## src/rtl/mul_pkg.sv

```systemverilog
// Shared definitions for the multiply-accumulate stage that sits behind the 32-bit mul unit.
//   mul_acc_state_e : FSM state encoding for mul_acc (idle / accumulating / result pending)
//   MUL_PROD_W      : width of a product coming from mul.C
//   MUL_ACC_W_DEF   : default accumulator width
package mul_pkg;

    localparam int unsigned MUL_PROD_W    = 32;
    localparam int unsigned MUL_ACC_W_DEF = 48;

    typedef enum logic [1:0] {
        StIdle  = 2'd0,
        StAccum = 2'd1,
        StDone  = 2'd2
    } mul_acc_state_e;

endpackage

```

## src/rtl/mul_acc_add.sv

```systemverilog
// ACC_W-bit unsigned adder: acc + zero-extended 32-bit product.
// Build option: MUL_ACC_SAT_EN -- when defined, a carry-out clamps the sum to all-ones;
// otherwise the sum wraps modulo 2^ACC_W. The carry-out is reported in both builds.
//   acc_i  : current accumulator value
//   prod_i : unsigned product to add
//   sum_o  : new accumulator value (wrapped or saturated)
//   ovf_o  : carry-out of the ACC_W-bit addition
module mul_acc_add
    import mul_pkg::*;
#(
    parameter int unsigned ACC_W = MUL_ACC_W_DEF
) (
    input  logic [ACC_W-1:0]      acc_i,
    input  logic [MUL_PROD_W-1:0] prod_i,
    output logic [ACC_W-1:0]      sum_o,
    output logic                  ovf_o
);

    logic [ACC_W:0] sum_full;

    // One extra bit captures the carry-out.
    assign sum_full = {1'b0, acc_i} + {{(ACC_W + 1 - MUL_PROD_W){1'b0}}, prod_i};
    assign ovf_o    = sum_full[ACC_W];

`ifdef MUL_ACC_SAT_EN
    // Once clamped, any further nonzero product carries out again, so the value stays pinned.
    assign sum_o = ovf_o ? {ACC_W{1'b1}} : sum_full[ACC_W-1:0];
`else
    assign sum_o = sum_full[ACC_W-1:0];
`endif

endmodule

```

## src/rtl/mul_acc.sv

```systemverilog
// Multiply-accumulate stage: sums a programmed number of 32-bit products from the mul unit
// into an ACC_W-bit accumulator and hands back the total over a valid/ready handshake.
// Build option: MUL_ACC_SAT_EN (see mul_acc_add) selects saturating instead of wrapping sums.
//   clk          : clock, rising edge
//   rst_n        : asynchronous active-low reset
//   start_i      : job request, honoured only when idle
//   len_i        : number of products in the job, sampled with start_i
//   prod_valid_i : product present on prod_i
//   prod_ready_o : product accepted this cycle
//   prod_i       : unsigned 32-bit product
//   res_valid_o  : result available
//   res_ready_i  : downstream takes the result
//   res_o        : accumulated sum
//   ovf_o        : job overflowed ACC_W (meaningful while res_valid_o is high)
//   busy_o       : block is not idle
module mul_acc
    import mul_pkg::*;
#(
    parameter int unsigned ACC_W = MUL_ACC_W_DEF,
    parameter int unsigned CNT_W = 8
) (
    input  logic                  clk,
    input  logic                  rst_n,
    input  logic                  start_i,
    input  logic [CNT_W-1:0]      len_i,
    input  logic                  prod_valid_i,
    output logic                  prod_ready_o,
    input  logic [MUL_PROD_W-1:0] prod_i,
    output logic                  res_valid_o,
    input  logic                  res_ready_i,
    output logic [ACC_W-1:0]      res_o,
    output logic                  ovf_o,
    output logic                  busy_o
);

    mul_acc_state_e   state_q, state_d;
    logic [ACC_W-1:0] acc_q, acc_d;
    logic [ACC_W-1:0] res_q, res_d;
    logic [CNT_W-1:0] cnt_q, cnt_d;
    logic [CNT_W-1:0] len_q, len_d;
    logic             ovf_q, ovf_d;

    logic [ACC_W-1:0] add_sum;
    logic             add_ovf;

    mul_acc_add #(
        .ACC_W (ACC_W)
    ) u_add (
        .acc_i  (acc_q),
        .prod_i (prod_i),
        .sum_o  (add_sum),
        .ovf_o  (add_ovf)
    );

    always_comb begin
        state_d = state_q;
        acc_d   = acc_q;
        res_d   = res_q;
        cnt_d   = cnt_q;
        len_d   = len_q;
        ovf_d   = ovf_q;

        unique case (state_q)
            StIdle: begin
                if (start_i) begin
                    ovf_d = 1'b0;
                    if (len_i != '0) begin
                        len_d   = len_i;
                        acc_d   = '0;
                        cnt_d   = '0;
                        state_d = StAccum;
                    end else begin
                        // Empty job: report a zero sum without visiting ACCUM.
                        res_d   = '0;
                        state_d = StDone;
                    end
                end
            end

            StAccum: begin
                // prod_ready is implied by this state, so valid alone is a beat.
                if (prod_valid_i) begin
                    acc_d = add_sum;
                    cnt_d = cnt_q + CNT_W'(1);
                    ovf_d = ovf_q | add_ovf;
                    if (cnt_q == len_q - CNT_W'(1)) begin
                        res_d   = add_sum;
                        state_d = StDone;
                    end
                end
            end

            StDone: begin
                if (res_ready_i) begin
                    state_d = StIdle;
                end
            end

            default: state_d = StIdle;
        endcase
    end

    always_ff @(posedge clk or negedge rst_n) begin
        if (!rst_n) begin
            state_q <= StIdle;
            acc_q   <= '0;
            res_q   <= '0;
            cnt_q   <= '0;
            len_q   <= '0;
            ovf_q   <= 1'b0;
        end else begin
            state_q <= state_d;
            acc_q   <= acc_d;
            res_q   <= res_d;
            cnt_q   <= cnt_d;
            len_q   <= len_d;
            ovf_q   <= ovf_d;
        end
    end

    // Handshake outputs decode registered state only.
    assign prod_ready_o = (state_q == StAccum);
    assign res_valid_o  = (state_q == StDone);
    assign busy_o       = (state_q != StIdle);
    assign res_o        = res_q;
    assign ovf_o        = ovf_q;

endmodule
```

## config.mk

```make
export PLATFORM = sky130hd
export DESIGN_NAME = mul_acc
export DESIGN_NICKNAME = d
export VERILOG_FILES = /design/src/rtl/mul_pkg.sv /design/src/rtl/mul_acc_add.sv /design/src/rtl/mul_acc.sv
export SDC_FILE = /design/constraint.sdc
export NUM_CORES = 1
export LEC_CHECK = 0
export CELL_PAD_IN_SITES_DETAIL_PLACEMENT = 0
export CELL_PAD_IN_SITES_GLOBAL_PLACEMENT = 2
export CORE_UTILIZATION = 34
export DETAILED_ROUTE_END_ITERATION = 6
export PLACE_DENSITY_LB_ADDON = 0.2
export SYNTH_ARGS = -nofsm -noshare
export SYNTH_HDL_FRONTEND = slang
export SYNTH_SLANG_ARGS = --single-unit
```

## constraint.sdc

```tcl
create_clock -name clk -period 3.1 [get_ports clk]
set_clock_uncertainty 0.05 [all_clocks]
set_input_delay 0.465 -clock clk [delete_from_list [all_inputs] [get_ports clk]]
set_output_delay 0.465 -clock clk [all_outputs]
set_load 0.005 [all_outputs]
```

# Yosys cells after proc, flatten, opt, wreduce, memory -nomap -nowiden
# Index checks and enable logic that the tools add are counted.
[word_totals]
regBits = 115
in_bits = 45
output_inout_bits = 52
elab_cells = 50
[op_classes]
n_addsub = 3
eq_ne = 9
muxes = 22
n_bitwise = 1
reduce_logical = 9
[ops]
columns = ["op", "n"]
rows = [
  ["$mux W48", 7],
  ["$pmux W48 S2", 2],
  ["$add A48 B32 Y49", 1],
  ["$mux W8", 3],
  ["$pmux W8 S2", 1],
  ["$mux W2", 5],
  ["$add A8 B1 Y8 const B", 1],
  ["$eq A8 B8 Y1", 1],
  ["$ne A2 B2 Y1 const B", 4],
  ["$reduce_and A4 Y1", 2],
  ["$reduce_bool A8 Y1", 1],
  ["$sub A8 B1 Y8 const B", 1],
  ["$pmux W2 S3", 1],
  ["$reduce_and A3 Y1", 2],
  ["$reduce_and A5 Y1", 1],
  ["$ne A2 B1 Y1 const B", 2],
  ["$reduce_bool A2 Y1", 2],
  ["$eq A2 B1 Y1 const B", 1],
  ["$eq A2 B2 Y1 const B", 1],
  ["$logic_not A2 Y1", 1],
  ["$mux W1", 2],
  ["$pmux W1 S2", 1],
  ["$or A1 B1 Y1", 1],
]

# Depth between registers and ports, before layout
[depth]
depth_word = 5
depth_mapped = 13
mapped_depth_nobuf = 11

# Hierarchy
# A second synthesis with hierarchy kept.
[hier_totals]
cells_unflattened = 797
hier_area_um2 = 7489.7
[modules_own_cells]
columns = ["module", "n_inst", "cells_per_inst", "area_each_um2", "seq_area_each_um2"]
rows = [
  ["mul_acc", 1, 544, 5614.1, 2877.8],
  ["mul_acc_add", 1, 253, 1875.5, 0.0],
]

# Worst setup path before layout
# Ideal clock, no wire load.
[synth_timing]
kind = "in2reg"
start = "input prod_i[0]"
end = "register res_q[34], in the netlist res_o[34]"
setup_time_ns = 0.132
arrival_ns = 2.653
required_time_ns = 2.918
path_slack_ns = 0.265
path_stages = 12
n_path_buf = 1
cell_sequence = "ha_1 fa_1 a211oi_1 o21a_1 a21oi_2 a21o_1 a31o_2 a21o_1 buf_2 nand3_1 xor2_1 o21ai_1"
[synth_via]
elab_chain_len = 4
[synth_lines]
columns = ["element", "line", "source"]
rows = [
  ["start: declaration", "mul_acc.sv:28", "input logic [MUL_PROD_W-1:0] prod_i,"],
  ["$add A48 B32 Y49", "mul_acc_add.sv:22", "assign sum_full = {1'b0, acc_i} + {{(ACC_W + 1 - MUL_PROD_W){1'b0}}, prod_i};"],
  ["$mux W48", "mul_acc.sv:86", "if (cnt_q == len_q - CNT_W'(1)) begin"],
  ["$mux W48", "mul_acc.sv:82", "if (prod_valid_i) begin"],
  ["$pmux W48 S2", "mul_acc.sv:63", "unique case (state_q)"],
  ["end signal: assignment", "mul_acc.sv:114", "res_q <= res_d;"],
  ["end: declaration", "mul_acc.sv:38", "logic [ACC_W-1:0] res_q, res_d;"],
]
# No other way between the ends. The select of a mux whose other input is x is not followed.
# A chain may end at the register's enable or synchronous reset.

# Worst setup path in the final report
[layout_timing]
start = "input prod_i[0]"
end = "register acc_q[28]"
[layout_via]
elab_chain_len = 3
[layout_lines]
columns = ["element", "line", "source"]
rows = [
  ["$add A48 B32 Y49", "mul_acc_add.sv:22", ""],
  ["$mux W48", "mul_acc.sv:82", ""],
  ["$pmux W48 S2", "mul_acc.sv:63", ""],
  ["end signal: assignment", "mul_acc.sv:106", "acc_q <= '0;"],
  ["end signal: assignment", "mul_acc.sv:113", "acc_q <= acc_d;"],
  ["end: declaration", "mul_acc.sv:37", "logic [ACC_W-1:0] acc_q, acc_d;"],
]
# No other way between the ends. The select of a mux whose other input is x is not followed.

==> flow_metrics.env <==
export IMPL_antenna_found_initial=0
export IMPL_relSlewSlack=0.458
export IMPL_maxCapViolations=0
export IMPL_synth_compound_area_frac=0.201
export IMPL_power_density_nw_per_um2=993
export IMPL_synth_fa_ha_area_frac=0.0673
export IMPL_ys_flop_type="dfrtp_1"
export IMPL_mostFrequentLayoutCells="nand2_1, dfrtp_1, clkdlybuf4s50_1, buf_4, o21ai_1"
export IMPL_setup_viol=0
export IMPL_syn_area_per_cell_sq_um=8.91
export IMPL_overflow=0
export IMPL_grt_pass1_wl_microns=31000
export IMPL_tightest_slew_ps=814
export IMPL_die_area_sq_um=20000
export IMPL_min_period_ps=2950
export IMPL_yosysUniqueCellTypes=56
export IMPL_fin_crit_sh=0.953
export IMPL_syn_nets=823
export IMPL_root_buffer="clkbuf_16"
export IMPL_cts_tree="yes"
export IMPL_setup_slack_ps=146
export IMPL_routed_via_count=5939
export IMPL_syn_cell_area_sq_um=6620
export IMPL_synth_xor_area_frac=0.0807
export IMPL_synth_edf_count=0
export IMPL_drc=0
export IMPL_seq_area_frac_synth=0.435
export IMPL_synth_area_mux_share=0.0119
export IMPL_fmax_mhz=339
export IMPL_routed_wl_microns=18600
export IMPL_clock_power_share=0.238
export IMPL_synthArstFlopShare=1.00
export IMPL_worst_ep_arrival_time_ps=3230
export IMPL_start_util=0.350
export IMPL_hpwl_microns=13400
export IMPL_io_buffers=96
export IMPL_fin_hold_ws_ps=425
export IMPL_cp_max_fo=3
export IMPL_area_delta_synth_final_pct=39.4
export IMPL_layout_commonest_cell="nand2_1"
export IMPL_ioPinCount=97
export IMPL_syn_inst=743
export IMPL_first_pass_iters=4
export IMPL_synth_simple_area_share=0.176
export IMPL_cts_buffers=17
export IMPL_drive_gt1_frac=0.163
export IMPL_p_int_mw=5.67
export IMPL_core_area_sq_um=18900
export IMPL_hold_viol=0
export IMPL_p_leak_nw=4.14
export IMPL_slew_violations=0
export IMPL_drt_antenna_violating_nets=0
export IMPL_die_x_microns=142
export IMPL_synth_warnings=0
export IMPL_dp_cells=1161
export IMPL_vias_per_cell=4.97
export IMPL_cts_sinks=115
export IMPL_hold_start="res_o[23]"
export IMPL_grt_usage=0.198
export IMPL_end_kind="register"
export IMPL_final_cells=1195
export IMPL_num_antenna_cells=0
export IMPL_rows=50
export IMPL_wl_per_cell_microns=15.5
export IMPL_drt_initial_drc_count=199
export IMPL_htreeDepth=4
export IMPL_ys_ff_latch=115
export IMPL_min_path_type="reg2reg"
export IMPL_cts_buffer_depth=2
export IMPL_start_kind="input port"
export IMPL_clock_latency_ps=410
export IMPL_pre_cts_ws_ps=-424
export IMPL_nNetsFinal=1002
export IMPL_worstPathRequired_ps=3370
export IMPL_switching_power_mw=3.49
export IMPL_p_sw_frac=0.381
export IMPL_grt_max_degree=79
export IMPL_grt_pass1_vias=6206
export IMPL_clk_pin_slew_ps=60
export IMPL_peakVddDrop_mv=0.463
export IMPL_synth_top_family_by_area="compound AO/OA/AOI/OAI gates"
export IMPL_critPathLaunch="prod_i[0]"
export IMPL_fill_cells=1853
export IMPL_die_y_microns=142
export IMPL_power_share_combinational=0.505
export IMPL_crit_type="in2reg"
export IMPL_place_congestion=0.850
export IMPL_reg2reg_from="acc_q[0]"
export IMPL_run_status="complete, no violations"
export IMPL_pwr_share_seq=0.257
-- metrics by stage --
| stage | util | power (mW) | setup TNS [ps] | cell area (sq um) |
|---|---|---|---|---|
| final | 0.488 | 9.16 | 0 | 9230 |
| after floorplan | - | 5.02 | 0 | 6620 |
| after global placement | 0.451 | 6.88 | -10880 | 8510 |
| after detailed placement | 0.451 | 6.96 | -13750 | 8510 |
| after global routing | 0.488 | 9.91 | -40.3 | 9230 |
| after CTS | 0.486 | 9.21 | 0 | 9180 |
-- cell type report --
cell class	count	area, sq um	share of cell area
clock buffer	19	443	0.0480
multi-input combinational	581	3600	0.390
timing repair buffer	191	1710	0.185
inverter	16	60.1	0.00651
tap	260	325	0.0353
clock inverter	13	208	0.0225
sequential	115	2880	0.312
-- registers in the layout, summed over array words and instances, names as in the netlist --
name / count
cnt_q: 8
acc_q: 48
state_q: 2
len_q: 8
res_o: 48
ovf_o: 1
-- layer usage --
| metal | vias up | wire, microns | share of wire | global-route usage |
|---|---|---|---|---|
| met5 | - | 0 | 0 | 0 |
| met4 | 0 | 155 | 0.0083 | 0.0487 |
| met3 | 11 | 839 | 0.045 | 0.0499 |
| met2 | 113 | 8970 | 0.48 | 0.339 |
| met1 | 2821 | 8600 | 0.46 | 0.248 |
| li1 | 2994 | - | - | - |
-- synthesized netlist by cell type (3+ instances only) --
cell      instances  share of area
o31ai_1          22          0.025
xor2_1           29          0.038
and4_1            3         0.0040
xnor2_1          32          0.042
clkbuf_1         20          0.011
a31oi_1           5         0.0047
nand2b_1          5         0.0047
or3_1             9         0.0085
buf_1             3         0.0017
o21a_1            6         0.0068
ha_1             34          0.064
a21oi_1          43          0.033
o21ai_1          49          0.037
nand3_1          34          0.026
and3_1            7         0.0066
o21ai_0          46          0.035
nand2_1         149          0.084
a21o_1           12          0.014
inv_1            15         0.0085
dfrtp_1         115           0.43
nor3_1            7         0.0053
a211oi_1          5         0.0057
nand4_1           8         0.0076
nor2b_1           3         0.0028
o211ai_1          5         0.0057
mux2_2            6          0.010
nor4_1            3         0.0028
buf_2             7         0.0053
nor2_1           26          0.015
-- timing repair --
action,CTS,global route
endpoints found under the setup margin,0,38
buffers inserted,0,1
hold buffers,1,0
resized for setup,0,9
hold endpoints to repair,37,0
-- power by group through the flow --
| stage | registers (mW) | clock network, mW | logic [mW] |
|---|---|---|---|
| after floorplan | 2.28 | 0 | 2.74 |
| after global placement | 2.35 | 0 | 4.53 |
| after detailed placement | 2.38 | 0 | 4.57 |
| after CTS | 2.36 | 2.23 | 4.62 |
| after global routing | 2.43 | 2.31 | 5.17 |
| final | 2.36 | 2.18 | 4.63 |
-- critical path: stages --
cell and delay, ps:
clkdlybuf4s50_1 470, ha_1 190, fa_2 250, a211oi_2 70, o21a_1 210, a21oi_2 230, o2111a_2 280, o21ai_2 80
o31a_1 390, o41ai_4 280, xnor2_2 110, o31ai_2 210
-- cells by family after synthesis --
group,after synthesis
mux,7
flops,115
simple gates,261
compound gates,217
xor+xnor,61
fa+ha+maj,35
buf+inv,47
-- final timing paths --
check,slack [ps],to,cells past startpoint
worst max-delay path,150,acc_q[28],12
worst min-delay path,430,res_o[23],2
worst max register to register,240,acc_q[28],11
worst min register to register,430,res_o[23],2
max in group asynchronous,1680,acc_q[2],3
min in group asynchronous,510,acc_q[18],2
(Power assumes the default switching activity.)
